$ cat src/rtl/pll_lock_sequencer_if.sv
// Signal bundle between the PLL lock sequencer and the PLL / system-reset logic.
// The sequencer uses the master modport; the PLL and system side use the slave modport.
interface pll_lock_sequencer_if;
    logic       pll_locked;
    logic       restart;
    logic       pll_resetb;
    logic       pll_bypass;
    logic       sys_ready;
    logic       fail;
    logic       lock_lost;
    logic [3:0] retry_cnt;
    logic [3:0] lost_cnt;
    logic [2:0] state;

    modport master (
        input  pll_locked, restart,
        output pll_resetb, pll_bypass, sys_ready, fail, lock_lost,
               retry_cnt, lost_cnt, state
    );

    modport slave (
        output pll_locked, restart,
        input  pll_resetb, pll_bypass, sys_ready, fail, lock_lost,
               retry_cnt, lost_cnt, state
    );
endinterface

$ cat src/rtl/pll_lock_sequencer.sv
// Reference-clock-domain sequencer: resets the PLL, qualifies its lock and releases sys_ready.
// It re-acquires the PLL on lock loss and falls back to PLL bypass after repeated failures.
module pll_lock_sequencer #(
    parameter int PLL_RST_CYCLES = 16,
    parameter int LOCK_TIMEOUT   = 65536,
    parameter int STABLE_CYCLES  = 1024,
    parameter int MAX_RETRIES    = 4
) (
    input  logic                clock,
    input  logic                reset_n,
    pll_lock_sequencer_if.master bus
);
    localparam int CNT_MAX_A = (PLL_RST_CYCLES > LOCK_TIMEOUT) ? PLL_RST_CYCLES : LOCK_TIMEOUT;
    localparam int CNT_MAX   = (CNT_MAX_A > STABLE_CYCLES) ? CNT_MAX_A : STABLE_CYCLES;
    localparam int CNT_W     = $clog2(CNT_MAX);

    localparam logic [CNT_W-1:0] RST_LAST    = CNT_W'(PLL_RST_CYCLES - 1);
    localparam logic [CNT_W-1:0] TIMEOUT_LAST = CNT_W'(LOCK_TIMEOUT - 1);
    localparam logic [CNT_W-1:0] STABLE_LAST = CNT_W'(STABLE_CYCLES - 1);

    typedef enum logic [2:0] {
        RESET_PLL = 3'd0,
        WAIT_LOCK = 3'd1,
        STABLE    = 3'd2,
        RUN       = 3'd3,
        FAIL      = 3'd4
    } state_t;

    state_t           state_q, state_d;
    logic [CNT_W-1:0] cnt_q, cnt_d;
    logic             sync1_q, lock_s;
    logic [3:0]       retry_q, retry_d;
    logic [3:0]       lost_q, lost_d;
    logic             lock_lost_d, lock_lost_q;
    logic             pll_resetb_q, pll_bypass_q, sys_ready_q, fail_q;

    always_ff @(posedge clock or negedge reset_n) begin
        if (!reset_n) begin
            state_q <= RESET_PLL;
        end else begin
            state_q <= state_d;
        end
    end

    always_comb begin
        state_d     = state_q;
        retry_d     = retry_q;
        lost_d      = lost_q;
        lock_lost_d = 1'b0;
        if (bus.restart) begin
            state_d = RESET_PLL;
            retry_d = '0;
        end else begin
            case (state_q)
                RESET_PLL: if (cnt_q == RST_LAST) state_d = WAIT_LOCK;
                WAIT_LOCK: begin
                    // Lock arriving on the timeout cycle wins over the retry.
                    if (lock_s) begin
                        state_d = STABLE;
                    end else if (cnt_q == TIMEOUT_LAST) begin
                        retry_d = retry_q + 4'd1;
                        state_d = (retry_d == 4'(MAX_RETRIES)) ? FAIL : RESET_PLL;
                    end
                end
                STABLE: begin
                    if (!lock_s) begin
                        state_d = WAIT_LOCK;
                    end else if (cnt_q == STABLE_LAST) begin
                        state_d = RUN;
                        retry_d = '0;
                    end
                end
                RUN: begin
                    retry_d = '0;
                    if (!lock_s) begin
                        state_d     = RESET_PLL;
                        lock_lost_d = 1'b1;
                        if (lost_q != 4'hF) lost_d = lost_q + 4'd1;
                    end
                end
                FAIL:    state_d = FAIL;
                default: state_d = RESET_PLL;
            endcase
        end
        cnt_d = (bus.restart || (state_d != state_q)) ? '0 : cnt_q + 1'b1;
    end

    // Outputs are registered from the next state so they change on the transition edge.
    always_ff @(posedge clock or negedge reset_n) begin
        if (!reset_n) begin
            sync1_q      <= 1'b0;
            lock_s       <= 1'b0;
            cnt_q        <= '0;
            retry_q      <= '0;
            lost_q       <= '0;
            lock_lost_q  <= 1'b0;
            pll_resetb_q <= 1'b0;
            pll_bypass_q <= 1'b0;
            sys_ready_q  <= 1'b0;
            fail_q       <= 1'b0;
        end else begin
            sync1_q      <= bus.pll_locked;
            lock_s       <= sync1_q;
            cnt_q        <= cnt_d;
            retry_q      <= retry_d;
            lost_q       <= lost_d;
            lock_lost_q  <= lock_lost_d;
            pll_resetb_q <= (state_d == WAIT_LOCK) || (state_d == STABLE) || (state_d == RUN);
            pll_bypass_q <= (state_d == FAIL);
            sys_ready_q  <= (state_d == RUN) || (state_d == FAIL);
            fail_q       <= (state_d == FAIL);
        end
    end

    assign bus.pll_resetb = pll_resetb_q;
    assign bus.pll_bypass = pll_bypass_q;
    assign bus.sys_ready  = sys_ready_q;
    assign bus.fail       = fail_q;
    assign bus.lock_lost  = lock_lost_q;
    assign bus.retry_cnt  = retry_q;
    assign bus.lost_cnt   = lost_q;
    assign bus.state      = state_q;
endmodule

$ cat src/flat_wrapper.sv
// flat-port wrapper written by rule: the top's interface ports become plain ports
module pll_lock_sequencer_flat 
#(
    parameter int PLL_RST_CYCLES = 16,
    parameter int LOCK_TIMEOUT   = 65536,
    parameter int STABLE_CYCLES  = 1024,
    parameter int MAX_RETRIES    = 4
)
  (clock, reset_n, bus_pll_locked, bus_restart, bus_pll_resetb, bus_pll_bypass, bus_sys_ready, bus_fail, bus_lock_lost, bus_retry_cnt, bus_lost_cnt, bus_state);
  pll_lock_sequencer_if bus_i ();
  input  logic clock;
  input  logic reset_n;
  input wire logic [$bits(bus_i.pll_locked)-1:0] bus_pll_locked;
  input wire logic [$bits(bus_i.restart)-1:0] bus_restart;
  output wire logic [$bits(bus_i.pll_resetb)-1:0] bus_pll_resetb;
  output wire logic [$bits(bus_i.pll_bypass)-1:0] bus_pll_bypass;
  output wire logic [$bits(bus_i.sys_ready)-1:0] bus_sys_ready;
  output wire logic [$bits(bus_i.fail)-1:0] bus_fail;
  output wire logic [$bits(bus_i.lock_lost)-1:0] bus_lock_lost;
  output wire logic [$bits(bus_i.retry_cnt)-1:0] bus_retry_cnt;
  output wire logic [$bits(bus_i.lost_cnt)-1:0] bus_lost_cnt;
  output wire logic [$bits(bus_i.state)-1:0] bus_state;
  assign bus_i.pll_locked = bus_pll_locked;
  assign bus_i.restart = bus_restart;
  assign bus_pll_resetb = bus_i.pll_resetb;
  assign bus_pll_bypass = bus_i.pll_bypass;
  assign bus_sys_ready = bus_i.sys_ready;
  assign bus_fail = bus_i.fail;
  assign bus_lock_lost = bus_i.lock_lost;
  assign bus_retry_cnt = bus_i.retry_cnt;
  assign bus_lost_cnt = bus_i.lost_cnt;
  assign bus_state = bus_i.state;
  pll_lock_sequencer #(.PLL_RST_CYCLES(PLL_RST_CYCLES), .LOCK_TIMEOUT(LOCK_TIMEOUT), .STABLE_CYCLES(STABLE_CYCLES), .MAX_RETRIES(MAX_RETRIES)) u_core (.clock(clock), .reset_n(reset_n), .bus(bus_i));
endmodule
$ cat config.mk
export PLATFORM = sky130hd
export DESIGN_NAME = pll_lock_sequencer_flat
export DESIGN_NICKNAME = d
export VERILOG_FILES = /design/src/rtl/pll_lock_sequencer_if.sv /design/src/rtl/pll_lock_sequencer.sv /design/src/flat_wrapper.sv
export SDC_FILE = /design/constraint.sdc
export NUM_CORES = 1
export LEC_CHECK = 0
export CAP_MARGIN = 20
export CORE_MARGIN = 5
export CORE_UTILIZATION = 54
export CTS_CLUSTER_SIZE = 8
export DETAILED_ROUTE_END_ITERATION = 6
export PLACE_DENSITY = 0.87
export SLEW_MARGIN = 20
export SYNTH_ARGS = -nofsm -noshare
export SYNTH_HDL_FRONTEND = slang
export SYNTH_SLANG_ARGS = --single-unit
$ cat constraint.sdc
create_clock -name clock -period 2.2 [get_ports clock]
set_input_delay 0.44 -clock clock [delete_from_list [all_inputs] [get_ports clock]]
set_output_delay 0.44 -clock clock [all_outputs]
set_load 0.01 [all_outputs]
==> Flow_metrics.wiki <==
{| class="wikitable"
! Metric !! Value
|-
| Status || completed
|-
| Count of pins over their slew limit || 0
|-
| Residual DRC || 0
|-
| Vias in the first global route || 1390
|-
| Number of levels in the clock H-tree || 2
|-
| Hold Buf Count CTS || 0
|-
| I/O pin count || 20
|-
| Die footprint || 4280 sq um
|-
| Worst Setup End Kind || flip-flop
|-
| Clk_skew || 8.99 ps
|-
| Maximum Capacitance Violations || 0
|-
| Hold slack || 360 ps
|-
| Power per cell area || 533 nW/um^2
|-
| Pleak || 0.856 nW
|-
| Residual antenna-violating net count after detailed routing || 0
|-
| Post-route non-filler standard cell count || 227
|-
| Maximum number of pins on one net before global-route repair || 34
|-
| Post-synth EDFFs || 0
|-
| Startpoint of the most critical register-to-register path || u_core.cnt_q[0]
|-
| Antenna Diode Count || 0
|-
| R2R depth || 6
|-
| Critical path fanouts, max || 5
|-
| Critical Path Source Type || flip-flop
|-
| Share of the clock period used by the worst path || 96.3%
|-
| Worst flop-to-flop path endpoint || u_core.bus.sys_ready
|-
| Core box area || 3000 sq um
|-
| Overall Global Routing Usage || 18.4%
|-
| Setup Buffers After CTS || 0
|-
| Critical Path Source || u_core.cnt_q[0]
|-
| Synthesis warning total || 0
|-
| P_int || 817 uW
|-
| Async SR Flop Fraction || 100%
|-
| Initial antenna violation count || 0
|-
| Combined flip-flop and latch cell area || 826 sq um
|-
| Seq pwr share || 58.7%
|-
| Die height || 65.4 microns
|-
| Total Power Consumption || 1.06 mW
|-
| Dominant register cell in the synthesized netlist || dfrtp_1
|-
| Number of DRC markers in iteration 0 || 85
|-
| Vias per Instance || 5.97
|-
| Total of buffers placed on input and output ports || 19
|-
| Max Clock Freq || 0.472 GHz
|-
| Site Rows || 20
|-
| Switching portion of total power || 22.8%
|-
| Instance count after placement with tap cells included || 219
|-
| DP Worst Slack || 158 ps
|-
| Cells after synthesis || 163
|-
| Mean Syn Cell Area || 10.2 sq um
|-
| Switching power || 242 uW
|-
| Total Neg Setup Slack || 0 ps
|-
| Post-synthesis sequential area ratio || 49.8%
|-
| Clk Latency, worst-skew pair || 340 ps
|-
| Post-DP HPWL || 2590 microns
|-
| Clock-pin slew on the worst setup and hold paths || 100 ps
|-
| Worst path arrival time || 2330 ps
|-
| Final worst slack || 81.5 ps
|-
| Count of cells along the worst hold path || 0
|-
| TritonCTS Buffers || 5
|-
| Cell at the root of the clock tree || clkbuf_4
|-
| Number of inserted filler cells in the final layout || 244
|-
| Time the worst path needs with I/O delays and setup || 2120 ps
|-
| Number of nets in the synthesized netlist || 170
|-
| Clock sink count || 33
|-
| Buffer depth of the longest clock path || 2
|-
| Share of power burned in the clock network || 37.1%
|-
| Remaining global-route overflow || 0
|-
| Kind of path behind the tightest hold check || flip-flop to flip-flop
|-
| Worst ir drop on vdd || 0.417 mV
|-
| WL/cell || 15.5 microns
|-
| Data required time of the worst path || 2410 ps
|-
| Global-route wire length before repair || 6050 microns
|-
| Finish-stage setup viols || 0
|-
| Logic pwr share || 4.2%
|-
| Routed wire length || 3520 microns
|-
| Post_cts resized || 0
|-
| Horizontal die dimension || 65.4 microns
|-
| Clock tree from TritonCTS || yes
|-
| Endpoint with the worst hold slack || u_core.lock_s
|-
| Via count || 1355
|-
| Setup repair after global routing missed its margin || false
|-
| Worst-Margin Slew || 640 ps
|-
| Critical hold path startpoint || u_core.sync1_q
|-
| Final RePlAce weighted congestion || 0.829
|-
| Register-to-register setup slack || 80 ps
|-
| Classification of the worst setup path || flip-flop to flip-flop
|-
| DRT Pass-1 Iters || 4
|-
| Signed area change from the synthesized netlist to the final layout || 19.6%
|-
| Count of nets after finishing || 200
|-
| Effective utilization at floorplan || 55.2%
|-
| Count of cell types in the netlist || 42
|-
| Multi-input logic area || 767 sq um
|-
| Mapped cell area || 1660 sq um
|-
| Relative slew slack || 56.9%
|-
| Synthesized flop and latch total || 33
|-
| Share of layout cells above drive strength 1 || 11.9%
|-
| Hold Vio Cnt, Final || 0
|}
sequential cells by signal, summed over array words and instances (netlist names):
name	flops
u_core.bus.pll_bypass	1
u_core.bus.pll_resetb	1
u_core.cnt_q	16
u_core.sync1_q	1
u_core.bus.state	3
u_core.lock_s	1
u_core.bus.lock_lost	1
u_core.bus.retry_cnt	4
u_core.bus.lost_cnt	4
u_core.bus.sys_ready	1
cell type report:
type	count	area share, %
well taps	33	2.08
multi-input cells	120	38.7
clock inverters	1	0.252
inverters	4	0.757
repair buffers	29	13.4
clock buffers	7	3.28
flip-flops and latches	33	41.6
how the worst max path moves through the flow:
stage	endpoint	slack, ps	cells past startpoint
after CTS	u_core.cnt_q[1]	150	6
after detailed placement	u_core.cnt_q[1]	160	6
after global placement	u_core.cnt_q[1]	230	6
after floorplan	u_core.cnt_q[10]	240	7
after global routing	u_core.cnt_q[1]	10	6
final	u_core.bus.sys_ready	80	6
placed cells by master, fill, tap and decap left out, types with 2 or more instances in the layout:
cell type / synthesis / routed
clkbuf_4: 0 / 5
and4_1: 3 / 3
and2_1: 2 / 2
inv_1: 4 / 4
clkbuf_8: 0 / 2
nor2b_1: 2 / 2
a21oi_1: 14 / 14
nor2_1: 11 / 11
buf_4: 1 / 10
a31oi_1: 2 / 2
xnor2_1: 6 / 6
nor4_1: 4 / 4
nand2_1: 14 / 14
or3_1: 2 / 2
ha_1: 3 / 3
o21bai_1: 2 / 2
nand3_1: 9 / 9
o21ai_0: 3 / 3
nor3_1: 5 / 5
nand2b_1: 4 / 4
dfrtp_1: 33 / 33
nand4_1: 6 / 6
xor2_1: 11 / 11
clkdlybuf4s50_1: 0 / 19
critical path: stages, from the launching register on:
cell      delay, ps
dfrtp_1         410
ha_1            210
nand3_1         220
nor2_1          230
a31oi_1         150
nor4_1          610
o21bai_1        150
through the flow:
stage	utilization (%)	instance area (sq um)
6_report	66.1	1980
5_1_grt	66.1	1980
3_3_place_gp	63.7	1910
3_5_place_dp	63.7	1910
4_1_cts	66.1	1980
2_1_floorplan	-	1660
power by group through the flow:
stage / registers (mW) / logic [mW] / clock network (mW)
floorplan: 0.631 / 0.0227 / 0
global placement: 0.632 / 0.0427 / 0
detailed placement: 0.633 / 0.0447 / 0
CTS: 0.621 / 0.0451 / 0.401
global route: 0.623 / 0.0501 / 0.442
finish: 0.622 / 0.0446 / 0.392
layer usage:
layer	up-vias	track usage (%)	part of all wire [%]
met5	-	0	0
met4	0	8.29	1.6
met3	6	6.32	5.0
met2	29	30.7	50
met1	672	21.3	44
li1	648	-	-
synth_stat cells, types with 2 or more instances:
cell type   n  area (sq um)
a21oi_1    14          70.1
nand2_1    14          52.6
o21bai_1    2          15.0
nor2b_1     2          12.5
nor3_1      5          25.0
clkbuf_1    2          7.51
nor2_1     11          41.3
inv_1       4          15.0
and4_1      3          26.3
xor2_1     11          96.3
dfrtp_1    33           826
or3_1       2          12.5
nand4_1     6          37.5
o21ai_0     3          15.0
a31oi_1     2          12.5
xnor2_1     6          52.6
nand2b_1    4          25.0
nand3_1     9          45.0
ha_1        3          37.5
and2_1      2          12.5
nor4_1      4          25.0
cells by family after synthesis:
logic type	count (synthesis)	synth area share, %
simple gates	68	22.4
flops	33	49.8
compound gates	31	11.9
xor+xnor	17	8.97
buf+inv	10	4.00
fa+ha+maj	3	2.26
mux	1	0.679
No activity file was read; power rests on OpenSTA's default activity.
